==> src/rtl/accel_apb_mailbox.sv <==
// ---------------------------------------------------------------------------
// accel_apb_mailbox
//   A two-way mailbox between the CPU and an accelerator core. It sits as an
//   APB slave in one of the accel bus1 peripheral slots.
//   - TX FIFO: APB writes to DATA are offered to the core as a valid/ready
//     stream.
//   - RX FIFO: words from the core stream are popped by APB reads of DATA.
//   - A level interrupt is raised while RX occupancy is at or above a
//     programmable threshold.
//
// Ports
//   i_clk, i_nrst   clock and asynchronous active-low reset
//   i_mapinfo       base/end address of this slot (echoed into o_cfg)
//   o_cfg           static plug-and-play descriptor
//   i_apbi/o_apbo   APB request and registered APB response
//   o_tx_*/i_tx_*   TX stream towards the core
//   i_rx_*/o_rx_*   RX stream from the core
//   o_irq           registered RX level interrupt
//   o_dbg_state     current APB FSM state (IDLE=0, RESP=1)
//
// Handshake rule (both streams): a word moves on a rising clock edge where
// valid and ready are both high. Valid never depends on ready.
// ---------------------------------------------------------------------------
package accel_apb_mailbox_pkg;

  localparam logic [15:0] VENDOR_OPTIMITECH        = 16'h00F1;
  localparam logic [15:0] OPTIMITECH_ACCEL_MAILBOX = 16'h0F20;
  localparam logic [7:0]  PNP_CFG_DEV_DESCR_BYTES  = 8'h10;
  localparam logic [1:0]  PNP_CFG_TYPE_SLAVE       = 2'b10;

  typedef struct packed {
    logic [63:0] addr_start;
    logic [63:0] addr_end;
  } mapinfo_type;

  typedef struct packed {
    logic [7:0]  descrsize;
    logic [1:0]  descrtype;
    logic [63:0] addr_start;
    logic [63:0] addr_end;
    logic [15:0] vid;
    logic [15:0] did;
  } dev_config_type;

  typedef struct packed {
    logic [31:0] paddr;
    logic [2:0]  pprot;
    logic        pselx;
    logic        penable;
    logic        pwrite;
    logic [31:0] pwdata;
    logic [3:0]  pstrb;
  } apb_in_type;

  typedef struct packed {
    logic        pready;
    logic [31:0] prdata;
    logic        pslverr;
  } apb_out_type;

endpackage

module accel_apb_mailbox
  import accel_apb_mailbox_pkg::*;
#(
  parameter int log2_depth = 3
) (
  input  logic           i_clk,
  input  logic           i_nrst,
  input  mapinfo_type    i_mapinfo,
  output dev_config_type o_cfg,
  input  apb_in_type     i_apbi,
  output apb_out_type    o_apbo,
  output logic           o_tx_valid,
  output logic [31:0]    o_tx_data,
  input  logic           i_tx_ready,
  input  logic           i_rx_valid,
  input  logic [31:0]    i_rx_data,
  output logic           o_rx_ready,
  output logic           o_irq,
  output logic [0:0]     o_dbg_state
);

  localparam int depth = 1 << log2_depth;
  // Count value of a full FIFO: only the top bit set.
  localparam logic [log2_depth:0] full_cnt = {1'b1, {log2_depth{1'b0}}};

  localparam logic [0:0] ST_IDLE = 1'b0;
  localparam logic [0:0] ST_RESP = 1'b1;

  // Register word indices (paddr[11:2]).
  localparam logic [9:0] IDX_DATA = 10'd0;
  localparam logic [9:0] IDX_STAT = 10'd1;
  localparam logic [9:0] IDX_CTRL = 10'd2;

  // -------------------------------------------------------------------------
  // State
  // -------------------------------------------------------------------------
  logic [0:0]            state;
  logic                  pready_q;
  logic [31:0]           prdata_q;
  logic                  pslverr_q;

  logic [31:0]           tx_mem [depth];
  logic [31:0]           rx_mem [depth];
  logic [log2_depth-1:0] tx_wr;
  logic [log2_depth-1:0] tx_rd;
  logic [log2_depth-1:0] rx_wr;
  logic [log2_depth-1:0] rx_rd;
  logic [log2_depth:0]   tx_cnt;
  logic [log2_depth:0]   rx_cnt;

  logic                  ovf;
  logic                  udf;
  logic                  irq_en;
  logic [7:0]            rx_thresh;
  logic                  irq_q;
  // Holds the RX ready low while reset is asserted and releases it one
  // clock after reset is removed.
  logic                  rst_done;

  // -------------------------------------------------------------------------
  // Decode
  // -------------------------------------------------------------------------
  logic [9:0]  reg_idx;
  logic        setup;
  logic        is_data;
  logic        is_stat;
  logic        is_ctrl;
  logic        apb_push;
  logic        apb_pop;
  logic        ctrl_wr;
  logic        flush;

  logic        tx_empty;
  logic        tx_full;
  logic        rx_empty;
  logic        rx_full;
  logic        tx_push;
  logic        tx_pop;
  logic        rx_push;
  logic        rx_pop;

  logic [7:0]  tx_cnt8;
  logic [7:0]  rx_cnt8;
  logic [31:0] stat_word;
  logic [31:0] rd_data;
  logic        rd_err;
  logic        wr_err;

  assign reg_idx  = i_apbi.paddr[11:2];
  // The access is performed in the setup cycle; the response is registered
  // so that pready is high exactly during the access cycle.
  assign setup    = (state == ST_IDLE) & i_apbi.pselx & ~i_apbi.penable;
  assign is_data  = (reg_idx == IDX_DATA);
  assign is_stat  = (reg_idx == IDX_STAT);
  assign is_ctrl  = (reg_idx == IDX_CTRL);

  assign apb_push = setup & i_apbi.pwrite & is_data;
  assign apb_pop  = setup & ~i_apbi.pwrite & is_data;
  assign ctrl_wr  = setup & i_apbi.pwrite & is_ctrl;
  assign flush    = ctrl_wr & i_apbi.pstrb[3] & i_apbi.pwdata[31];

  assign tx_empty = (tx_cnt == '0);
  assign tx_full  = (tx_cnt == full_cnt);
  assign rx_empty = (rx_cnt == '0);
  assign rx_full  = (rx_cnt == full_cnt);

  // A push into a full FIFO is dropped even if the same cycle pops it.
  assign tx_push  = apb_push & ~tx_full;
  assign tx_pop   = ~tx_empty & i_tx_ready;
  assign rx_push  = i_rx_valid & o_rx_ready;
  assign rx_pop   = apb_pop & ~rx_empty;

  assign tx_cnt8  = 8'(tx_cnt);
  assign rx_cnt8  = 8'(rx_cnt);

  assign stat_word = {10'h000, udf, ovf, rx_cnt8, tx_cnt8,
                      rx_full, rx_empty, tx_full, tx_empty};

  always_comb begin
    rd_data = '0;
    rd_err  = 1'b0;
    if (is_data) begin
      if (rx_empty) begin
        rd_data = '1;
        rd_err  = 1'b1;
      end else begin
        rd_data = rx_mem[rx_rd];
      end
    end else if (is_stat) begin
      rd_data = stat_word;
    end else if (is_ctrl) begin
      rd_data = {16'h0000, rx_thresh, 7'h00, irq_en};
    end
  end

  assign wr_err = is_data & tx_full;

  // -------------------------------------------------------------------------
  // APB response FSM
  // -------------------------------------------------------------------------
  always_ff @(posedge i_clk or negedge i_nrst) begin
    if (!i_nrst) begin
      state     <= ST_IDLE;
      pready_q  <= 1'b0;
      prdata_q  <= '0;
      pslverr_q <= 1'b0;
    end else begin
      case (state)
        ST_IDLE: begin
          if (setup) begin
            state     <= ST_RESP;
            pready_q  <= 1'b1;
            prdata_q  <= i_apbi.pwrite ? 32'h0 : rd_data;
            pslverr_q <= i_apbi.pwrite ? wr_err : rd_err;
          end
        end
        default: begin
          state     <= ST_IDLE;
          pready_q  <= 1'b0;
          prdata_q  <= '0;
          pslverr_q <= 1'b0;
        end
      endcase
    end
  end

  // -------------------------------------------------------------------------
  // Control and status flags
  // -------------------------------------------------------------------------
  always_ff @(posedge i_clk or negedge i_nrst) begin
    if (!i_nrst) begin
      irq_en    <= 1'b0;
      rx_thresh <= '0;
      ovf       <= 1'b0;
      udf       <= 1'b0;
      irq_q     <= 1'b0;
      rst_done  <= 1'b0;
    end else begin
      rst_done <= 1'b1;
      if (ctrl_wr && i_apbi.pstrb[0]) begin
        irq_en <= i_apbi.pwdata[0];
      end
      if (ctrl_wr && i_apbi.pstrb[1]) begin
        rx_thresh <= i_apbi.pwdata[15:8];
      end
      if (flush) begin
        ovf <= 1'b0;
        udf <= 1'b0;
      end else begin
        if (apb_push && tx_full) begin
          ovf <= 1'b1;
        end
        if (apb_pop && rx_empty) begin
          udf <= 1'b1;
        end
      end
      // Uses the current registered count, so the interrupt follows a
      // count change by one clock.
      irq_q <= irq_en & (rx_thresh != 8'h00) & (rx_cnt8 >= rx_thresh);
    end
  end

  // -------------------------------------------------------------------------
  // FIFO pointers and counts; a flush discards any coincident transfer.
  // -------------------------------------------------------------------------
  always_ff @(posedge i_clk or negedge i_nrst) begin
    if (!i_nrst) begin
      tx_wr  <= '0;
      tx_rd  <= '0;
      tx_cnt <= '0;
      rx_wr  <= '0;
      rx_rd  <= '0;
      rx_cnt <= '0;
    end else if (flush) begin
      tx_wr  <= '0;
      tx_rd  <= '0;
      tx_cnt <= '0;
      rx_wr  <= '0;
      rx_rd  <= '0;
      rx_cnt <= '0;
    end else begin
      if (tx_push) begin
        tx_wr <= tx_wr + 1'b1;
      end
      if (tx_pop) begin
        tx_rd <= tx_rd + 1'b1;
      end
      case ({tx_push, tx_pop})
        2'b10:   tx_cnt <= tx_cnt + 1'b1;
        2'b01:   tx_cnt <= tx_cnt - 1'b1;
        default: tx_cnt <= tx_cnt;
      endcase

      if (rx_push) begin
        rx_wr <= rx_wr + 1'b1;
      end
      if (rx_pop) begin
        rx_rd <= rx_rd + 1'b1;
      end
      case ({rx_push, rx_pop})
        2'b10:   rx_cnt <= rx_cnt + 1'b1;
        2'b01:   rx_cnt <= rx_cnt - 1'b1;
        default: rx_cnt <= rx_cnt;
      endcase
    end
  end

  // Storage is not reset; only words between the pointers are ever visible.
  always_ff @(posedge i_clk) begin
    if (tx_push) begin
      tx_mem[tx_wr] <= i_apbi.pwdata;
    end
    if (rx_push) begin
      rx_mem[rx_wr] <= i_rx_data;
    end
  end

  // -------------------------------------------------------------------------
  // Outputs
  // -------------------------------------------------------------------------
  assign o_apbo.pready  = pready_q;
  assign o_apbo.prdata  = prdata_q;
  assign o_apbo.pslverr = pslverr_q;

  assign o_tx_valid  = ~tx_empty;
  assign o_tx_data   = tx_empty ? 32'h0 : tx_mem[tx_rd];
  assign o_rx_ready  = rst_done & ~rx_full;
  assign o_irq       = irq_q;
  assign o_dbg_state = state;

  assign o_cfg.descrsize  = PNP_CFG_DEV_DESCR_BYTES;
  assign o_cfg.descrtype  = PNP_CFG_TYPE_SLAVE;
  assign o_cfg.addr_start = i_mapinfo.addr_start;
  assign o_cfg.addr_end   = i_mapinfo.addr_end;
  assign o_cfg.vid        = VENDOR_OPTIMITECH;
  assign o_cfg.did        = OPTIMITECH_ACCEL_MAILBOX;

  // Address bits outside the register window, protection and byte lane 2
  // have no effect on this block.
  logic unused_inputs;
  assign unused_inputs = ^{i_apbi.paddr[31:12], i_apbi.paddr[1:0],
                           i_apbi.pprot, i_apbi.pstrb[2]};

endmodule

==> config.mk <==
export PLATFORM = sky130hd
export DESIGN_NAME = accel_apb_mailbox
export DESIGN_NICKNAME = d
export VERILOG_FILES = /design/src/rtl/accel_apb_mailbox.sv
export SDC_FILE = /design/constraint.sdc
export NUM_CORES = 1
export LEC_CHECK = 0
export CORE_MARGIN = 2
export CORE_UTILIZATION = 36
export CTS_CLUSTER_DIAMETER = 200
export DETAILED_ROUTE_END_ITERATION = 6
export PLACE_DENSITY = 0.57
export SETUP_SLACK_MARGIN = 0.1
export SLEW_MARGIN = 20
export SYNTH_ARGS = -nofsm -noshare
export SYNTH_HDL_FRONTEND = slang
export SYNTH_SLANG_ARGS = --single-unit
==> constraint.sdc <==
create_clock -name i_clk -period 5.2 [get_ports i_clk]
set_input_delay 1.04 -clock i_clk [delete_from_list [all_inputs] [get_ports i_clk]]
set_output_delay 1.04 -clock i_clk [all_outputs]
set_load 0.1 [all_outputs]
Yosys cells after proc, flatten, opt, wreduce, memory -nomap -nowiden

Memory sizes are Yosys's and may differ from the RTL's.
Index checks and enable logic that the tools add are counted.
W data, S select, Z words.

Register bits after elaboration: 68
Latch bits: 0
Memory bits (writable): 512
ROM bits: 0
Bits of input ports: 238
Output and inout bits: 240
Word-level logic and storage cells: 113
Memories kept: 2

Memory list:

| name   | words | width | rd ports | clocked after Yosys merged registers in | write ports | RTL line | RTL |
|---|---|---|---|---|---|---|---|
| rx_mem | 8     | 32    | 1        | 0                                       | 1           | 105      | `logic [31:0] rx_mem [depth];` |
| tx_mem | 8     | 32    | 1        | 0                                       | 1           | 104      | `logic [31:0] tx_mem [depth];` |

$add $sub $neg: 8
$mul: 0
Divide/modulo/power cells: 0
Order comparisons: 1
Equality and inequality tests: 8
Shift-type cells: 0
Multiplexer cells: 37
Bitwise gates (word level): 24
Reduce and logical (&&, ||, !) cells: 17

Operator list:

| cell                  | count |
|---|---|
| $mux W32              | 6 |
| $mux W3               | 8 |
| $mux W22              | 1 |
| $and A1 B1 Y1         | 17 |
| $mux W1               | 17 |
| $mux W16              | 1 |
| $pmux W4 S2           | 2 |
| $reduce_bool A2 Y1    | 7 |
| $add A3 B1 Y3 const B | 4 |
| $eq A10 B1 Y1 const B | 1 |
| $eq A10 B2 Y1 const B | 1 |
| $logic_not A10 Y1     | 1 |
| $add A4 B1 Y4 const B | 2 |
| $eq A4 B4 Y1 const B  | 2 |
| $ge A4 B8 Y1          | 1 |
| $logic_not A4 Y1      | 2 |
| $mux W4               | 2 |
| $reduce_bool A8 Y1    | 1 |
| $sub A4 B1 Y4 const B | 2 |
| $not A1 Y1            | 7 |
| $reduce_bool A3 Y1    | 2 |
| $eq A2 B1 Y1 const B  | 2 |
| $eq A2 B2 Y1 const B  | 2 |
| $logic_and A1 B1 Y1   | 4 |

Longest topological paths before layout

Gate-level depths: netlist (run 1).

Depth in word-level cells: 9
Mapped depth: 11
Depth with buffers taken out: 10

Worst setup path after synthesis (run 1)

OpenSTA, ideal clock, no wires.

Kind: register to register
From: register rx_cnt[3]
To: memory rx_mem[4][0] (enable)
Setup time: 0.513 ns
Arrival: 5.826 ns
Required time: 4.687 ns
Path slack: -1.139 ns
Cell stages (with the launch flop): 5
Path buffers: 0
Clock period less this slack: 6.339 ns
Cell sequence: dfrtp_1 > nor4b_2 > nor2b_1 > nand2_1 > nor4b_1

Cells in the longest elaborated chain, start to end: 6

RTL lines:

| element                       | RTL line | RTL |
|---|---|---|
| start, declared               | 111      | `logic [log2_depth:0] rx_cnt;` |
| start signal, assigned        | 303      | `2'b10: rx_cnt <= rx_cnt + 1'b1;` |
| start signal, assigned        | 304      | `2'b01: rx_cnt <= rx_cnt - 1'b1;` |
| start signal, assigned        | 305      | `default: rx_cnt <= rx_cnt;` |
| $eq A4 B4 Y1                  | 167      | `assign rx_full = (rx_cnt == full_cnt);` |
| $not A1 Y1                    | 329      | `assign o_rx_ready = rst_done & ~rx_full;` |
| $and A1 B1 Y1                 | 329      |  |
| net o_rx_ready                | 79       | `output logic o_rx_ready,` |
| $and A1 B1 Y1                 | 172      | `assign rx_push = i_rx_valid & o_rx_ready;` |
| $mux W1                       | 315      | `if (rx_push) begin` |
| $mux W1 (implied by the code) | 316      | `rx_mem[rx_wr] <= i_rx_data;` |
| end, declared                 | 105      |  |

The timed path passes the listed nets, and every way through them passes these cells.

Worst setup path in the final report (run 1)

From: register tx_rd[0]
To: output o_tx_data[22]

Cells in the longest elaborated chain, start to end: 2

RTL lines:

| element                | RTL line | RTL |
|---|---|---|
| start, declared        | 107      | `logic [log2_depth-1:0] tx_rd;` |
| start signal, assigned | 288      | `tx_rd <= tx_rd + 1'b1;` |
| $mem_v2 Z8 W32         | --       |  |
| $mux W32               | 328      | `assign o_tx_data = tx_empty ? 32'h0 : tx_mem[tx_rd];` |
| end, declared          | 75       | `output logic [31:0] o_tx_data,` |

Every way passes these cells.

==> results of run 1 <==
-- final timing paths --
check                            startpoint             to  cells after the start
worst max-delay path               tx_rd[0]  o_tx_data[22]                      5
worst min-delay path                 i_nrst   prdata_q[26]                      1
worst max register to register  o_dbg_state      tx_cnt[3]                     10
worst min register to register  prdata_q[8]    prdata_q[8]                      1
max in group asynchronous            i_nrst       tx_rd[0]                      2
min in group i_clk              prdata_q[8]    prdata_q[8]                      1
-- registers in the layout (all words and copies together) (netlist names), 3 cells and up --
register   count
rx_mem       256
tx_mem       256
prdata_q      32
rx_thresh      8
rx_cnt         4
tx_cnt         4
rx_rd          3
rx_wr          3
tx_rd          3
tx_wr          3
-- routing by layer --
layer / track usage, % / vias to the layer above / part of all wire [%]
met5: 0.208 / - / 0.11
met4: 3.29 / 8 / 1.4
met3: 4.37 / 60 / 6.7
met2: 24.9 / 405 / 49
met1: 20.4 / 6123 / 43
li1: - / 5046 / -
-- worst reg2reg max path: cells and delay by family (launching register included) --
family          cells  cell delay, ns
compound gates      2            0.27
fa+ha+maj           1            0.35
flops               1            0.46
mux                 1            0.22
simple gates        6            1.58
-- through the flow --
step | util, % | cell area (sq um)
floorplan | - | 24300
global placement | 39.0 | 25700
detailed placement | 39.0 | 25700
CTS | 41.7 | 27500
global route | 41.7 | 27500
finish | 41.7 | 27500
-- logic make-up (layout without fill, tap and decap cells) --
logic type | Yosys count | count (layout)
muxes | 207 | 207
buffers and inverters | 238 | 299
DFF | 580 | 580
and+or+nand+nor | 163 | 163
xor gates and xnor gates | 13 | 13
AOI/OAI and AO/OA | 94 | 94
adders and majority gates | 11 | 11
other | 2 | 43
-- Yosys cell counts (all sizes together), types with 3 or more instances --
master	number	area [sq um]
edfxtp	512	15400
ha	11	138
dfrtp	68	1700
a21oi	30	150
nand2b	10	62.6
nor2b	3	18.8
o21ai	8	40.0
buf	205	1460
mux2i	70	701
xor2	6	52.6
a31oi	12	75.1
a221oi	8	70.1
clkbuf	27	101
nor4	9	108
nand2	45	169
a32o	6	60.1
mux4	128	2880
xnor2	7	61.3
nor3	9	45.0
nand3	6	30.0
nor4b	4	47.6
nor3b	3	33.8
and2	4	25.0
nand4	5	31.3
a22o	5	43.8
mux2	9	101
nor2	56	210
a21o	20	150
inv	6	22.5
-- cell type report --
class,instances,area (sq um),share of cell area [%]
flip-flops and latches,580,17100,62.1
multi-input cells,531,5700,20.7
repair buffers,184,1810,6.59
clock buffers,73,1550,5.63
well taps,864,1080,3.93
clock inverters,36,254,0.923
inverters,6,22.5,0.0819
-- power by group through the flow --
stage                     clock network (mW)  logic [mW]  registers, mW
after floorplan                            0        3.60           5.47
after global placement                     0        3.91           5.65
after detailed placement                   0        3.94           5.66
after CTS                               4.07        3.94           5.57
after global routing                    4.24        4.09           5.60
final                                   3.96        3.89           5.56
==> results.toml, run 1 <==
[final_layout]
drive_above_1_share_pct = 19.8
diodes = 0
final_cells = 2274
final_cell_mix = "edfxtp_1 (512), clkdlybuf4s50_1 (152), mux4_2 (128)"
fillers = 5845
final_common_cell = "edfxtp_1"
nNetsFinal = 1611
area_growth_pct = 14.2

[sta]
skew_ns = 0.0173
holdWs_ns = 0.429
rsz0062_at_grt = "false"
tightest_slew_ns = 1.14
min_period_over_period_pct = 89.2
max_freq_ghz = 0.216
relSlewSlack_pct = 23.9
setup_viol = 0
fin_ws_ns = 0.561
finalHoldViolCount = 0
tns_ns = 0
layout_min_cycle_time_ns = 4.64
maxSlewViolCount = 0

[yosys]
synthSimpleGateAreaFrac_pct = 3.55
synth-seq-cells = 580
synth_compound_area_share_pct = 2.63
synth_top_family_by_area = "multiplexers"
synth_cell_types = 52
async_flop_share_pct = 11.7
synth-edff-count = 512
synth.yosys.warnings = 0
synth_area_sq_mm = 0.0241
muxShareOfSynthArea_pct = 15.3
synth_fa_ha_area_share_pct = 0.571
avgSynthCellArea_sq_um = 18.4
synth-xor-area-share_pct = 0.473
yosysSeqAreaShare_pct = 70.9
synthCells = 1308
synth-main-ff-cell = "edfxtp_1"

[worst_setup_path]
critical_path.cell_chain = "buf_12 > mux4_2 > mux2i_1 > nor2_1 > clkdlybuf4s50_1"
slowest_stage = "clkdlybuf4s50_1"
slowest_delay_ns = 0.99
cp-start-kind = "flip-flop"
path_buf_inv = 2
criticalPathCategory = "flip-flop to output pin"
rrSetupSlack_ns = 2.24
crit_arrival_ns = 3.60
critical-path-top-delay-family = "buffers and inverters"
path_max_fanout = 31
crit_required_ns = 4.16
critPathCaptureType = "output pin"

[clock_tree]
cts_inserted_buffers = 59
cts.clk_slew.worst_paths_ns = 0.06
ctsLongestPathBuffers = 3
clk_latency_ns = 0.60
htreeDepth = 2
cts-hold-fix-buffers = 0
postCtsSetupBuffers = 0
cts_sinks = 580
cts_tree = "yes"
cts_root_buffer = "clkbuf_16"
cts-resized-gates = 0

[detailed_routing]
routed_via_density = 5.12
drtAntennaViolNets = 0
routedWlPerCell_um = 23.3
drtIter0Drc = 841
routed_wl_um = 53000
firstDrtPassIters = 5
drc = 0
num_vias = 11600

[pwr]
p_leak_nw = 9.15
p_int_mw = 8.74
power_mw = 13.4
swShare_pct = 34.9
clkPwrFrac_pct = 29.5
net-switching-power_mw = 4.68
pwr-share-seq_pct = 41.5
power.density_mw_per_mm2 = 488
pwr-share-comb_pct = 29.0
ir_worst_vdd_uv = 368

[placement]
placed_cells = 2165
pre_cts_ws_ns = 1.12
port_buffers = 153
hpwl_um = 30800
gp_congestion = 0.722

[grt]
antenna_found_initial = 4
track_usage_pct = 15.3
grt_first_pass_wirelength_um = 79500
grt_max_degree = 67
gr-total-overflow = 0
grt_pass1_vias = 12100

[die]
dieArea_sq_mm = 0.0690
die_w_um = 263
dieHeight_um = 263
initial_core_util_pct = 36.5
core_sq_mm = 0.0660
std_cell_rows = 94
pin_count = 478

[run_status]
status = "completed"

[hold_path]
hold_path.class = "primary input to async pin"

[job]
maxCapViolCount = 0
Note: power is estimated with default switching activity, not from simulation.
==> run 2, diff against run 1 <==
- CORE_UTILIZATION: 36 -> 50
- PLACE_DENSITY: 0.57 -> 0.76
==> results.toml, run 2 (synthesis gave the netlist of run 1 again) <==
[sta]
skew_ns = 0.0195
finalHoldViolCount = 0
tns_ns = 0
rsz0062_at_grt = "false"
max_freq_ghz = 0.218
maxSlewViolCount = 0
relSlewSlack_pct = 25.9
setup_viol = 0
layout_min_cycle_time_ns = 4.58
tightest_slew_ns = 1.11
min_period_over_period_pct = 88.1

[worst_setup_path]
crit_arrival_ns = 3.54
cp-start-kind = "flip-flop"
criticalPathCategory = "flip-flop to output pin"
r2r-end = "tx_cnt[3]"
crit_required_ns = 4.16
rrSetupSlack_ns = 2.26
path_max_fanout = 28
reg2reg_depth = 10
critPathCaptureType = "output pin"
r2r_start = "o_dbg_state"

[die]
die_w_um = 224
initial_core_util_pct = 50.6
core_sq_mm = 0.0476
pin_count = 478
dieHeight_um = 224
dieArea_sq_mm = 0.0500
std_cell_rows = 80

[grt]
gr-total-overflow = 0
antenna_found_initial = 5
grt_first_pass_wirelength_um = 76000
track_usage_pct = 20.5
grt_pass1_vias = 12200
grt_max_degree = 69

[final_layout]
largestRegisters = "rx_mem x256, tx_mem x256, prdata_q x32"
final_cell_mix = "edfxtp_1 (512), clkdlybuf4s50_1 (152), mux4_2 (128)"
final_common_cell = "edfxtp_1"
fillers = 3489
drive_above_1_share_pct = 20.3
area_growth_pct = 13.0
nNetsFinal = 1614
final_cells = 2029

[clock_tree]
cts-resized-gates = 0
cts.clk_slew.worst_paths_ns = 0.06
ctsLongestPathBuffers = 3
postCtsSetupBuffers = 0
clk_latency_ns = 0.60
cts_tree = "yes"
htreeDepth = 2
cts_sinks = 580
cts_inserted_buffers = 55
cts_root_buffer = "clkbuf_16"
cts-hold-fix-buffers = 0

[detailed_routing]
drtAntennaViolNets = 0
num_vias = 11700
firstDrtPassIters = 5
drtIter0Drc = 913
routedWlPerCell_um = 25.2
routed_wl_um = 51200
drc = 0
routed_via_density = 5.78

[placement]
placed_cells = 1922
gp_congestion = 0.755
hpwl_um = 30700
port_buffers = 153

[run_status]
status = "completed"

[hold_path]
holdPathStages = 1
worstHoldStart = "prdata_q[23]"
hold_path.class = "flip-flop to flip-flop"
min_to = "prdata_q[23]"

[pwr]
power.density_mw_per_mm2 = 490
p_leak_nw = 9.17
ir_worst_vdd_uv = 336

[job]
maxCapViolCount = 0
run 2: worst max-delay path, stage by stage (launching register included):
cell             delay (ns)
dfrtp_4                0.81
buf_4                  0.30
mux4_2                 0.52
mux2i_1                0.19
nor2_1                 0.10
clkdlybuf4s50_1        1.01
run 2: layout make-up:
class                      instances  area (sq um)  share of cell area, %
tap                              615           769                   2.83
timing repair buffer             191          1850                   6.78
clock buffer                      74          1550                   5.70
antenna                            2          5.00                 0.0184
inverter                           6          22.5                 0.0827
multi-input combinational        531          5700                   20.9
sequential                       580         17100                   62.8
clock inverter                    30           236                  0.869
run 2: how the worst max path moves through the flow:
stage	from	end	slack, ns
floorplan	rx_cnt[3]	rx_mem[4][0]	-1.14
global placement	tx_rd[0]	o_tx_data[28]	1.17
detailed placement	tx_rd[0]	o_tx_data[28]	1.18
CTS	tx_rd[0]	o_tx_data[11]	0.50
global route	tx_rd[0]	o_tx_data[11]	0.40
finish	tx_rd[0]	o_tx_data[11]	0.62
run 2: per-stage QoR:
stage	power [mW]	hold slack, ns	area, sq um	setup WS [ns]	utilization [%]
6_report	13.3	0.477	27200	0.617	57.1
4_1_cts	13.4	0.482	27200	0.495	57.1
3_3_place_gp	9.49	0.464	25400	1.17	53.3
2_1_floorplan	9.07	0.464	24300	-1.14	-
5_1_grt	13.8	0.497	27200	0.399	57.1
3_5_place_dp	9.54	0.466	25400	1.18	53.3
run 2: report_power, final:
group	switching [mW]	internal (mW)
sequential	0.287	5.28
combinational	2.65	1.20
clock	1.70	2.21
run 2: layer usage:
| metal | GRT usage (%) | routed length (um) |
|---|---|---|
| met1 | 26.6 | 20300 |
| met2 | 33.2 | 25200 |
| met3 | 7.47 | 4800 |
| met4 | 4.86 | 821 |
| met5 | 1.96 | 126 |
==> run 3, diff against run 2 <==
- CORE_UTILIZATION: 50 -> 52
- CTS_CLUSTER_DIAMETER: 200 -> 40
- PLACE_DENSITY: 0.76 -> 0.78
==> results.toml, run 3 (synthesis gave the netlist of run 1 again) <==
[final_layout]
nNetsFinal = 1629
drive_above_1_share_pct = 23.5
area_growth_pct = 15.7
design_area_sq_mm = 0.0279
final_common_cell = "edfxtp_1"
largestRegisters = "rx_mem x256, tx_mem x256, prdata_q x32"
final_cell_mix = "edfxtp_1 (512), clkdlybuf4s50_1 (137), mux4_2 (128)"

[grt]
antenna_found_initial = 6
gr-total-overflow = 0
track_usage_pct = 21.9
grt_max_degree = 69
grt_pass1_vias = 12300
grt_first_pass_wirelength_um = 76600

[sta]
setup_viol = 0
max_freq_ghz = 0.220
layout_min_cycle_time_ns = 4.54
finalHoldViolCount = 0
relSlewSlack_pct = 27.1
tightest_slew_ns = 1.09
min_period_over_period_pct = 87.3
holdWs_ns = 0.476
skew_ns = 0.0322
rsz0062_at_grt = "false"
maxSlewViolCount = 0

[placement]
hpwl_um = 30300
gp_congestion = 0.773
port_buffers = 153
place_area_sq_mm = 0.0253

[clock_tree]
cts_inserted_buffers = 76
clk_latency_ns = 0.62
ctsLongestPathBuffers = 3
cts_tree = "yes"
cts_sinks = 580
cts_root_buffer = "clkbuf_16"
cts.clk_slew.worst_paths_ns = 0.06
postCtsSetupBuffers = 0
htreeDepth = 3
cts-resized-gates = 0
cts-hold-fix-buffers = 0

[detailed_routing]
firstDrtPassIters = 5
routed_wl_um = 51700
drtAntennaViolNets = 0
num_vias = 12000
routed_via_density = 5.87
drc = 0
drtIter0Drc = 1093
routedWlPerCell_um = 25.3

[worst_setup_path]
critical_path.cell_chain = "mux4_2 > mux2i_1 > nor2_1 > clkdlybuf4s50_1"
slowest_stage = "clkdlybuf4s50_1"
critPathCaptureType = "output pin"
slowest_delay_ns = 1.01
path_max_fanout = 40
crit_arrival_ns = 3.50
criticalPathCategory = "flip-flop to output pin"
cp-start-kind = "flip-flop"
crit_required_ns = 4.16

[die]
pin_count = 478
std_cell_rows = 78
initial_core_util_pct = 52.9
dieHeight_um = 219
dieArea_sq_mm = 0.0481
die_w_um = 219
core_sq_mm = 0.0456

[pwr]
p_leak_nw = 9.51
ir_worst_vdd_uv = 692
power_mw = 14.5
power.density_mw_per_mm2 = 519

[job]
maxCapViolCount = 0

[hold_path]
hold_path.class = "flip-flop to flip-flop"

[run_status]
status = "completed"
[run 3: cell types whose count changed in the layout (fill, tap and decap cells not counted), sizes merged]
cell and delta:
clkdlybuf4s50 -15, inv +15, clkbuf +14, buf +9
clkinv +5, clkinvlp +3, bufinv +1, diode -1
[run 3: per-layer routing]
metal / vias to the layer above / routed length (um) / track usage [%] / share of wire (%)
met5: - / 115 / 1.46 / 0.22
met4: 12 / 1020 / 6.46 / 2.0
met3: 92 / 4840 / 7.68 / 9.4
met2: 613 / 25600 / 35.6 / 50
met1: 6196 / 20000 / 27.7 / 39
li1: 5097 / - / - / -
[run 3: through the flow]
step | cells | setup TNS (ns) | util, % | setup WS, ns
floorplan | 1349 | -98.18 | - | -1.14
global placement | 1900 | 0 | 55.5 | 1.27
detailed placement | 1900 | 0 | 55.5 | 1.21
CTS | 2042 | 0 | 61.0 | 0.597
global route | 2044 | 0 | 61.2 | 0.479
finish | 2045 | 0 | 61.2 | 0.660
[run 3: final timing paths]
check                             start            end  slack [ns]  cells after the start
max                            tx_rd[0]  o_tx_data[14]        0.66                      4
min                        prdata_q[10]   prdata_q[10]        0.48                      1
max reg2reg                 o_dbg_state      tx_cnt[3]        2.31                     10
min in group asynchronous        i_nrst   prdata_q[17]        0.56                      1
min reg2reg                prdata_q[10]   prdata_q[10]        0.48                      1
max in group asynchronous        i_nrst       tx_rd[0]        3.86                      1
[run 3: layout make-up]
type | instances | area [sq um]
inverters | 6 | 22.5
clock inverters | 54 | 551
fillers | 3113 | 17700
multi-input cells | 531 | 5700
well taps | 600 | 751
flip-flops and latches | 580 | 17100
clock buffers | 88 | 1980
diodes | 1 | 2.50
repair buffers | 185 | 1780
[run 3: worst max-delay path, delay by kind of cell, from the launching register on]
kind | cells | cell delay [ns]
buf+inv | 1 | 1.01
flops | 1 | 0.98
mux | 2 | 0.79
simple gates | 1 | 0.11
[run 3: report_power, final]
group          total [mW]  switching, mW  internal, mW  leakage, nW
Combinational        3.76           2.60          1.15         2.78
Sequential           5.63          0.344          5.29         5.52
Clock                5.07           2.09          2.98         1.22
Total                14.5           5.04          9.42         9.51
